## src/rtl/arb_grant_dispatch.sv

```systemverilog
// Consumer side of a round-robin arbiter: turns per-source valid/data into arbiter
// requests, captures the granted payload and forwards it on one tagged output channel.
module arb_grant_dispatch #(
    parameter int N_REQ       = 4,
    parameter int DATA_W      = 8,
    parameter int GNT_TIMEOUT = 15,
    localparam int ID_W       = $clog2(N_REQ)
) (
    input  logic                      clk,
    input  logic                      rst,
    input  logic [N_REQ-1:0]          src_valid,
    input  logic [N_REQ*DATA_W-1:0]   src_data,
    output logic [N_REQ-1:0]          src_ready,
    output logic [N_REQ-1:0]          arb_req,
    input  logic [N_REQ-1:0]          arb_grant,
    output logic                      out_valid,
    output logic [DATA_W-1:0]         out_data,
    output logic [ID_W-1:0]           out_src_id,
    input  logic                      out_ready,
    output logic                      busy,
    output logic                      err_timeout,
    output logic                      err_grant,
    output logic [15:0]               xfer_count
);

    localparam int TMO_W = $clog2(GNT_TIMEOUT + 1);

    // Handshakes: a source is accepted on src_valid[i] & src_ready[i]; the output
    // transfers on out_valid & out_ready. out_valid, out_data and out_src_id are held
    // stable from capture until that handshake. busy and out_valid together decode
    // the FSM state: IDLE = !busy, SEND = out_valid, REQ = busy & !out_valid.
    typedef enum logic [1:0] {
        IDLE = 2'd0,
        REQ  = 2'd1,
        SEND = 2'd2
    } state_t;

    state_t              state;
    logic [TMO_W-1:0]    tmo_cnt;
    logic                in_req;
    logic                grant_onehot;
    logic                grant_usable;
    logic                grant_bad;
    logic [ID_W-1:0]     grant_idx;
    logic [DATA_W-1:0]   grant_data;

    assign in_req       = (state == REQ);
    assign grant_onehot = (arb_grant != '0) && ((arb_grant & (arb_grant - 1'b1)) == '0);
    assign grant_usable = in_req && grant_onehot && ((arb_grant & src_valid) != '0);
    assign grant_bad    = in_req && (arb_grant != '0) && !grant_onehot;

    always_comb begin
        grant_idx = '0;
        for (int i = 0; i < N_REQ; i++) begin
            if (arb_grant[i]) grant_idx = ID_W'(i);
        end
    end

    assign grant_data = src_data[grant_idx*DATA_W +: DATA_W];

    // Requests pass straight through in REQ so a dropped valid withdraws at once.
    assign arb_req   = in_req ? src_valid : '0;
    assign src_ready = grant_usable ? arb_grant : '0;
    assign out_valid = (state == SEND);
    assign busy      = (state != IDLE);

    always_ff @(posedge clk) begin
        if (rst) begin
            state       <= IDLE;
            tmo_cnt     <= '0;
            out_data    <= '0;
            out_src_id  <= '0;
            err_timeout <= 1'b0;
            err_grant   <= 1'b0;
            xfer_count  <= 16'd0;
        end else begin
            case (state)
                IDLE: begin
                    if (|src_valid) state <= REQ;
                end
                REQ: begin
                    if (grant_bad) err_grant <= 1'b1;
                    // A usable grant beats a timeout landing in the same cycle.
                    if (grant_usable) begin
                        out_data   <= grant_data;
                        out_src_id <= grant_idx;
                        tmo_cnt    <= '0;
                        state      <= SEND;
                    end else if (tmo_cnt == TMO_W'(GNT_TIMEOUT - 1)) begin
                        err_timeout <= 1'b1;
                        tmo_cnt     <= '0;
                        state       <= IDLE;
                    end else begin
                        tmo_cnt <= tmo_cnt + 1'b1;
                    end
                end
                SEND: begin
                    if (out_ready) begin
                        xfer_count <= xfer_count + 16'd1;
                        state      <= (|src_valid) ? REQ : IDLE;
                    end
                end
                default: state <= IDLE;
            endcase
        end
    end

endmodule
```

## config.mk

```make
export PLATFORM = sky130hd
export DESIGN_NAME = arb_grant_dispatch
export DESIGN_NICKNAME = d
export VERILOG_FILES = /design/src/rtl/arb_grant_dispatch.sv
export SDC_FILE = /design/constraint.sdc
export NUM_CORES = 1
export LEC_CHECK = 0
export BUFFER_PORTS_ARGS = -buffer_cell sky130_fd_sc_hd__buf_4
export CAP_MARGIN = 0
export CORE_UTILIZATION = 47
export CTS_CLUSTER_SIZE = 10
export DETAILED_ROUTE_END_ITERATION = 8
export MAX_ROUTING_LAYER = met4
export PLACE_DENSITY = 0.91
export SLEW_MARGIN = 0
export SYNTH_ARGS = -nofsm -noshare
export SYNTH_HDL_FRONTEND = slang
export SYNTH_SLANG_ARGS = --single-unit
```

## constraint.sdc

```tcl
create_clock -name clk -period 1.86 [get_ports clk]
set_input_delay 0.372 -clock clk [delete_from_list [all_inputs] [get_ports clk]]
set_output_delay 0.372 -clock clk [all_outputs]
set_load 0.02 [all_outputs]
```

==> results of run 1 <==
kinds of logic after synthesis:
group / count (synthesis)
compound gates: 43
xor+xnor: 12
fa+ha+maj: 3
buf+inv: 18
flops: 34
mux: 16
simple gates: 89
routing by layer:
metal  GRT usage, %  wire length, µm
met3           5.89              180
met5              -                0
met1           27.2             2010
met4           10.3               75
met2           48.3             2710
Yosys cell counts (2+ instances only):
| cell | instances |
|---|---|
| a211oi_2 | 5 |
| o21ai_0 | 11 |
| a211oi_1 | 7 |
| or4_1 | 3 |
| xor2_1 | 7 |
| and2_1 | 9 |
| ha_1 | 3 |
| nand4_1 | 3 |
| or3_1 | 5 |
| inv_1 | 6 |
| xnor2_1 | 5 |
| nor2_1 | 24 |
| nand2_1 | 20 |
| nand3_1 | 8 |
| and3_1 | 2 |
| a22oi_1 | 2 |
| nand3b_1 | 2 |
| a21oi_1 | 14 |
| clkbuf_1 | 7 |
| buf_4 | 2 |
| mux2i_1 | 16 |
| nor3_1 | 4 |
| dfxtp_1 | 34 |
layout make-up:
| type | instances | area (µm²) | area share (%) |
|---|---|---|---|
| Multi-Input combinational cell | 163 | 1080 | 40.9 |
| Timing Repair Buffer | 93 | 721 | 27.3 |
| Clock buffer | 7 | 76.3 | 2.89 |
| Tap cell | 48 | 60.1 | 2.27 |
| Sequential cell | 34 | 682 | 25.8 |
| Inverter | 6 | 22.5 | 0.852 |
critical path, delay by kind of cell (launching register included):
family	cells	cell delay (ps)
DFF	1	320
buffers and inverters	1	110
and+or+nand+nor	2	450
AOI/OAI and AO/OA	2	390
stage by stage:
step                      setup TNS, ps  utilization [%]
after CTS                          -197             70.8
after global placement            -69.7             67.6
final                              -196             71.6
after global routing               -382             71.6
after detailed placement           -406             67.6
after floorplan                       0                -
state kept, by name, indices dropped and copies added (netlist names):
register / flops
tmo_cnt: 4
err_timeout: 1
out_data: 8
xfer_count: 16
state: 2
out_src_id: 2
err_grant: 1
cells in the final DEF, fill, tap and decap left out, types with 2 or more instances in the layout:
| cell type | netlist | final |
|---|---|---|
| a21oi_1 | 14 | 13 |
| a211oi_1 | 7 | 7 |
| xor2_1 | 7 | 7 |
| clkbuf_8 | 0 | 5 |
| mux2i_1 | 16 | 16 |
| and2_1 | 9 | 6 |
| and3_1 | 2 | 2 |
| a211oi_2 | 5 | 4 |
| o21ai_0 | 11 | 11 |
| nand2_1 | 20 | 20 |
| nand3_1 | 8 | 8 |
| nor3_1 | 4 | 4 |
| ha_1 | 3 | 3 |
| nand3b_1 | 2 | 2 |
| nor2_1 | 24 | 24 |
| dfxtp_1 | 34 | 33 |
| or3_1 | 5 | 5 |
| xnor2_1 | 5 | 5 |
| clkbuf_1 | 7 | 2 |
| buf_6 | 1 | 6 |
| or4_1 | 3 | 2 |
| buf_4 | 2 | 87 |
| a22oi_1 | 2 | 2 |
| inv_1 | 6 | 6 |
| nand4_1 | 3 | 3 |
| and2_4 | 0 | 3 |
where the power goes:
| group | internal (µW) | switching (µW) |
|---|---|---|
| Clock | 257 | 237 |
| Sequential | 752 | 18.9 |
| Combinational | 186 | 184 |
| Total | 1200 | 440 |
repair_timing:
item,in CTS,in global routing
gates resized for setup,6,8
buffers inserted,3,2
setup endpoints to repair,4,16
pin swaps,7,7
worst paths after layout:
| check | slack, ps | from | depth (start not counted) | to |
|---|---|---|---|---|
| worst min register to register | 450 | err_timeout | 2 | err_timeout |
| worst max register to register | 110 | state[1] | 7 | tmo_cnt[1] |
| worst max-delay path | -60 | state[1] | 5 | src_ready[0] |
| worst min-delay path | 400 | out_ready | 3 | xfer_count[1] |
==> qor.csv, run 1 <==
metric;value;unit
TritonCTS buffer count;5;
Worst IR Drop VDD;0.000350;V
final setup fails;4;
vias in the first global route;1899;
Leakage;0.00117;µW
Post-Synthesis Cells;215;
slew margin rel.;74.5;%
Max Slew Vio Count;0;
Synth cell types;39;
die area;4130;µm²
largest net degree at the start of global routing;35;
Port Buffers;80;
Hold Crit Class;in -> reg;
first-pass GRT wire length;8310;µm
synthesized net count;261;
Pre-antenna DRT Iters;5;
XOR/XNOR share of the synthesized area;5.77;%
synthesized area;1820;µm²
final non-filler cell total;351;
post-synth top area share;37.4;%
Final ANT Viol Nets;0;
Post-Synth Simple-Gate Area;24.7;%
Clock Latency Late Sink;280;ps
fmax;0.521;GHz
Yosys reg bits;34;
die height;64.3;µm
routed vias;1874;
CP Capture Type;primary output;
Die W;64.3;µm
Max stage delay on crit path;320;ps
Syn. warnings;0;
Final Critical Period;1920;ps
Syn-to-layout area delta;45.1;%
Synth Flop Type;dfxtp_1;
worst path arrival time;1550;ps
final hold violation count;0;
site row count;22;
Tot Pwr;1630;µW
status;finished with violations;
drt initial violations;97;
cts hold-fix bufs;0;
Clock Skew;5.72;ps
Post-Syn Area per Cell;8.47;µm²
placed cells;341;
Layout Nets;349;
clock-pin slew on the worst setup and hold paths;60;ps
Crit Path Category;reg -> out;
Compound-Gate Fraction of Synth Area;16.1;%
register area share after synthesis;37.4;%
worst hold margin;401;ps
leading post-synthesis cells by cell area;dfxtp_1, mux2i_1, nor2_1;
Yosys top cell by area;dfxtp_1;
# H-tree levels;2;
GRT Overall Usage;26.4;%
number of synthesized flops with an enable pin;0;
proportion of synthesized area in mux cells;8.79;%
initial antenna violation count;0;
ys async rst share;0;%
DR WL/cell;14.2;µm
core area;3690;µm²
layout cell share with drive strength beyond 1;37.3;%
pwr/cell area;619;nW/µm²
# diodes;0;
detailed placer's ending HPWL;3500;µm
Layout fillers;301;
Critical Path Slowest Stage Cell;dfxtp_2;
Setup Slack @ Placement;-151;ps
clk sinks;34;
WL final;4980;µm
total congestion overflow;0;
maxcap violations;0;
DRC viols;0;
worst-margin pin slew;382;ps
CP required;1490;ps
I/O pin count;81;
Final WS setup;-58.1;ps
CTS tree;done;
crit path max fanout;5;
Critical Path Source Type;register;
Final Instance Area;2640;µm²
placed inst area;2490;µm²
Clock Path Buffers;2;
Final Cycle Share;103;%
failing checks;negative setup slack;
CP Cell Sequence;and2b_2, o41ai_4, a211oi_4, and2_4, buf_6;
GPL Wtd Cong;0.722;
initial cell density of the core;49.4;%
DR vias/cell;5.34;
RSZ-0062 raised after global routing;true;
adder and majority gate portion of the synthesized area;2.06;%
root buffer selected by CTS;clkbuf_8;
largest family of logic cells by synthesized area;simple AND/OR/NAND/NOR gates;
Note: power is estimated with default switching activity, not from simulation.
==> run 2, diff against run 1 <==
--- a/config.mk
+++ b/config.mk
@@ -7,11 +7,11 @@
 export LEC_CHECK = 0
 export BUFFER_PORTS_ARGS = -buffer_cell sky130_fd_sc_hd__buf_4
 export CAP_MARGIN = 0
-export CORE_UTILIZATION = 47
+export CORE_UTILIZATION = 42
 export CTS_CLUSTER_SIZE = 10
 export DETAILED_ROUTE_END_ITERATION = 8
 export MAX_ROUTING_LAYER = met4
-export PLACE_DENSITY = 0.91
+export PLACE_DENSITY = 0.86
 export SLEW_MARGIN = 0
 export SYNTH_ARGS = -nofsm -noshare
 export SYNTH_HDL_FRONTEND = slang
==> constraint.sdc (replaced) <==
create_clock -name clk -period 1.6 [get_ports clk]
set_input_delay 0.32 -clock clk [delete_from_list [all_inputs] [get_ports clk]]
set_output_delay 0.32 -clock clk [all_outputs]
set_load 0.02 [all_outputs]
==> run 2 against run 1 <==
  * The run still ends with negative setup slack left
  * Combinational power is 53% higher
  * Clock skew increased by 3.2 ps
  * Wire length grew 37%
  * Non-clock buffer count up 24
  * Cell area increased by 18%
  * Hold slack lost 9.3 ps
  * Register-to-register slack worse by 350 ps
  * Clock power up 38%
==> qor.csv, run 2 (synthesized netlist as in run 1, its figures left out) <==
metric;value;unit;change
TritonCTS buffer count;5;;unchanged
worst hold margin;391;ps;-9.25 ps
RSZ-0062 raised after global routing;true;;
R2R setup slack;-240;ps;-350 ps
root buffer selected by CTS;clkbuf_8;;
Clock Latency Late Sink;300;ps;+20 ps
# H-tree levels;2;;unchanged
GPL Wtd Cong;0.792;;+9.6%
M1 GR Usage;24.9;%;-2.3 points
Layout fillers;249;;-17%
Clock Path Buffers;2;;unchanged
CP required;1280;ps;-210 ps
initial antenna violation count;0;;unchanged
Internal Power;1520;µW;+27%
Final WS setup;-282;ps;-224 ps
most frequent cells in the layout;buf_4, dfxtp_1, nand2_1, nor2_1, buf_6;;
clk sinks;34;;unchanged
routed vias;2148;;+15%
maxcap violations;0;;unchanged
worst path arrival time;1560;ps;about the same
Final ANT Viol Nets;0;;unchanged
Crit Reg-Reg Startpoint;state[1];;
GRT Overall Usage;23.1;%;-3.3 points
die height;67.9;µm;+5.6%
Clock Skew;8.92;ps;+3.20 ps
vias in the first global route;1709;;-10%
CTS tree;done;;
most common cell after layout, fill and taps aside;buf_4;;
Largest register FFs;16;;unchanged
Die W;67.9;µm;+5.6%
initial cell density of the core;44.6;%;-4.8 points
Final Critical Period;1880;ps;
final setup fails;25;;+21
worst-margin pin slew;443;ps;+60.6 ps
Port Buffers;80;;unchanged
grt met2 use;40.3;%;-7.9 points
Max Slew Vio Count;0;;unchanged
detailed placer's ending HPWL;3640;µm;+4.1%
Hold Crit Class;in -> reg;;
Final Cycle Share;118;%;
total congestion overflow;0;;unchanged
Hold EP;xfer_count[1];;
biggest regs;xfer_count: 16 flops, out_data: 8 flops, tmo_cnt: 4 flops;;
cell count of the worst reg-to-reg path;8;;+1
met3 Use GR;5.33;%;-0.56 points
Crit Reg-Reg Endpoint;tmo_cnt[1];;
final hold violation count;0;;unchanged
WL final;6810;µm;+37%
DR WL/cell;18.0;µm;+27%
Critical Path Source Type;register;;
Most flops, register;xfer_count;;
Flop pwr share;41.9;%;-5.3 points
DR vias/cell;5.68;;+6.4%
Layout Nets;373;;+6.9%
fmax;0.531;GHz;
status;finished with violations;;
Worst IR Drop VDD;0.000533;V;+52%
Psw;631;µW;+44%
clock-pin slew on the worst setup and hold paths;70;ps;about the same
first-pass GRT wire length;7610;µm;-8.4%
drt initial violations;188;;+94%
Leakage;0.00137;µW;+17%
hold path startpoint;out_ready;;
pwr/cell area;692;nW/µm²;+12%
slew margin rel.;70.1;%;-4.4 points
Syn-to-layout area delta;70.5;%;
Comb power frac;26.3;%;+3.7 points
Pre-antenna DRT Iters;5;;unchanged
largest net degree at the start of global routing;35;;unchanged
cts hold-fix bufs;0;;unchanged
die area;4600;µm²;+12%
layout cell share with drive strength beyond 1;52.7;%;+15 points
# diodes;0;;unchanged
Crit Path Category;reg -> out;;
DRC viols;0;;unchanged
I/O pin count;81;;unchanged
core area;4090;µm²;+11%
crit path max fanout;5;;unchanged
Hold Crit Depth;3;;unchanged
failing checks;negative setup slack;;
sw frac;29.3;%;+2.5 points
Tot Pwr;2150;µW;+31%
Clock power frac;31.8;%;+1.6 points
site row count;23;;+4.5%
CP Capture Type;primary output;;
busiest layer in global routing;met2;;
## run 2: cell types whose count changed in the layout (fill, tap and decap cells not counted), moves of 3 or more
cell	previous run	this run
buf_6	6	17
buf_4	87	95
a211oi_1	7	0
a211oi_2	4	11
nor2_1	24	17
and2_1	6	1
and2_4	3	8
nor2_4	0	5
a21oi_1	13	9
a21oi_2	1	5
nor3_1	4	1
nor3_2	0	3
## run 2: worst max path at each step
| stage | slack [ps] | start | end | cells after the start |
|---|---|---|---|---|
| 2_1_floorplan | -80 | state[1] | src_ready[0] | 6 |
| 3_3_place_gp | -260 | arb_grant[3] | tmo_cnt[3] | 7 |
| 3_5_place_dp | -330 | arb_grant[3] | tmo_cnt[3] | 7 |
| 4_1_cts | -290 | state[1] | src_ready[1] | 5 |
| 5_1_grt | -310 | state[1] | src_ready[3] | 5 |
| 6_report | -280 | state[1] | src_ready[1] | 5 |
## run 2: per-layer routing
layer	vias to the layer above	routed length, µm
met5	-	0
met4	0	290
met3	29	409
met2	94	3460
met1	1045	2640
li1	980	-
## run 2: timing repair
action                                 4_1_cts  5_1_grt
pin swaps                                    5       25
setup buffers                                1       16
gates cloned                                 0        3
resized for setup                           13       53
setup endpoints to repair                   17       33
endpoints found under the hold margin        0        0
## run 2: area by class of cell
type	count	area (µm²)	share of cell area, %
Clock buffer	7	86.3	2.78
Clock inverter	1	5.00	0.161
Inverter	6	22.5	0.725
Multi-Input combinational cell	163	1240	39.9
Sequential cell	34	682	21.9
Tap cell	50	62.6	2.01
Timing Repair Buffer	117	1010	32.5
## run 2: worst max-delay path, stage by stage, from the launching register on
cell and delay [ps]:
dfxtp_2 320, and2b_2 240, o41ai_4 100, a211oi_4 290, and2_4 210, buf_6 110
## run 2: per-stage QoR
stage	worst slack (ps)	cell area, µm²	std cells	utilization (%)	setup TNS [ps]
floorplan	-75.8	1830	215	-	-275
detailed placement	-327	2590	352	63.3	-3910
CTS	-290	2720	360	66.5	-2330
global placement	-258	2590	352	63.3	-3110
global route	-306	3110	378	76.0	-5040
finish	-282	3110	378	76.0	-4100
## run 2: power groups by stage
stage / logic (µW) / registers [µW] / clock network (µW)
after floorplan: 193 / 933 / 0
after global placement: 408 / 911 / 0
after detailed placement: 417 / 912 / 0
after CTS: 428 / 893 / 679
after global routing: 599 / 903 / 714
final: 565 / 902 / 683
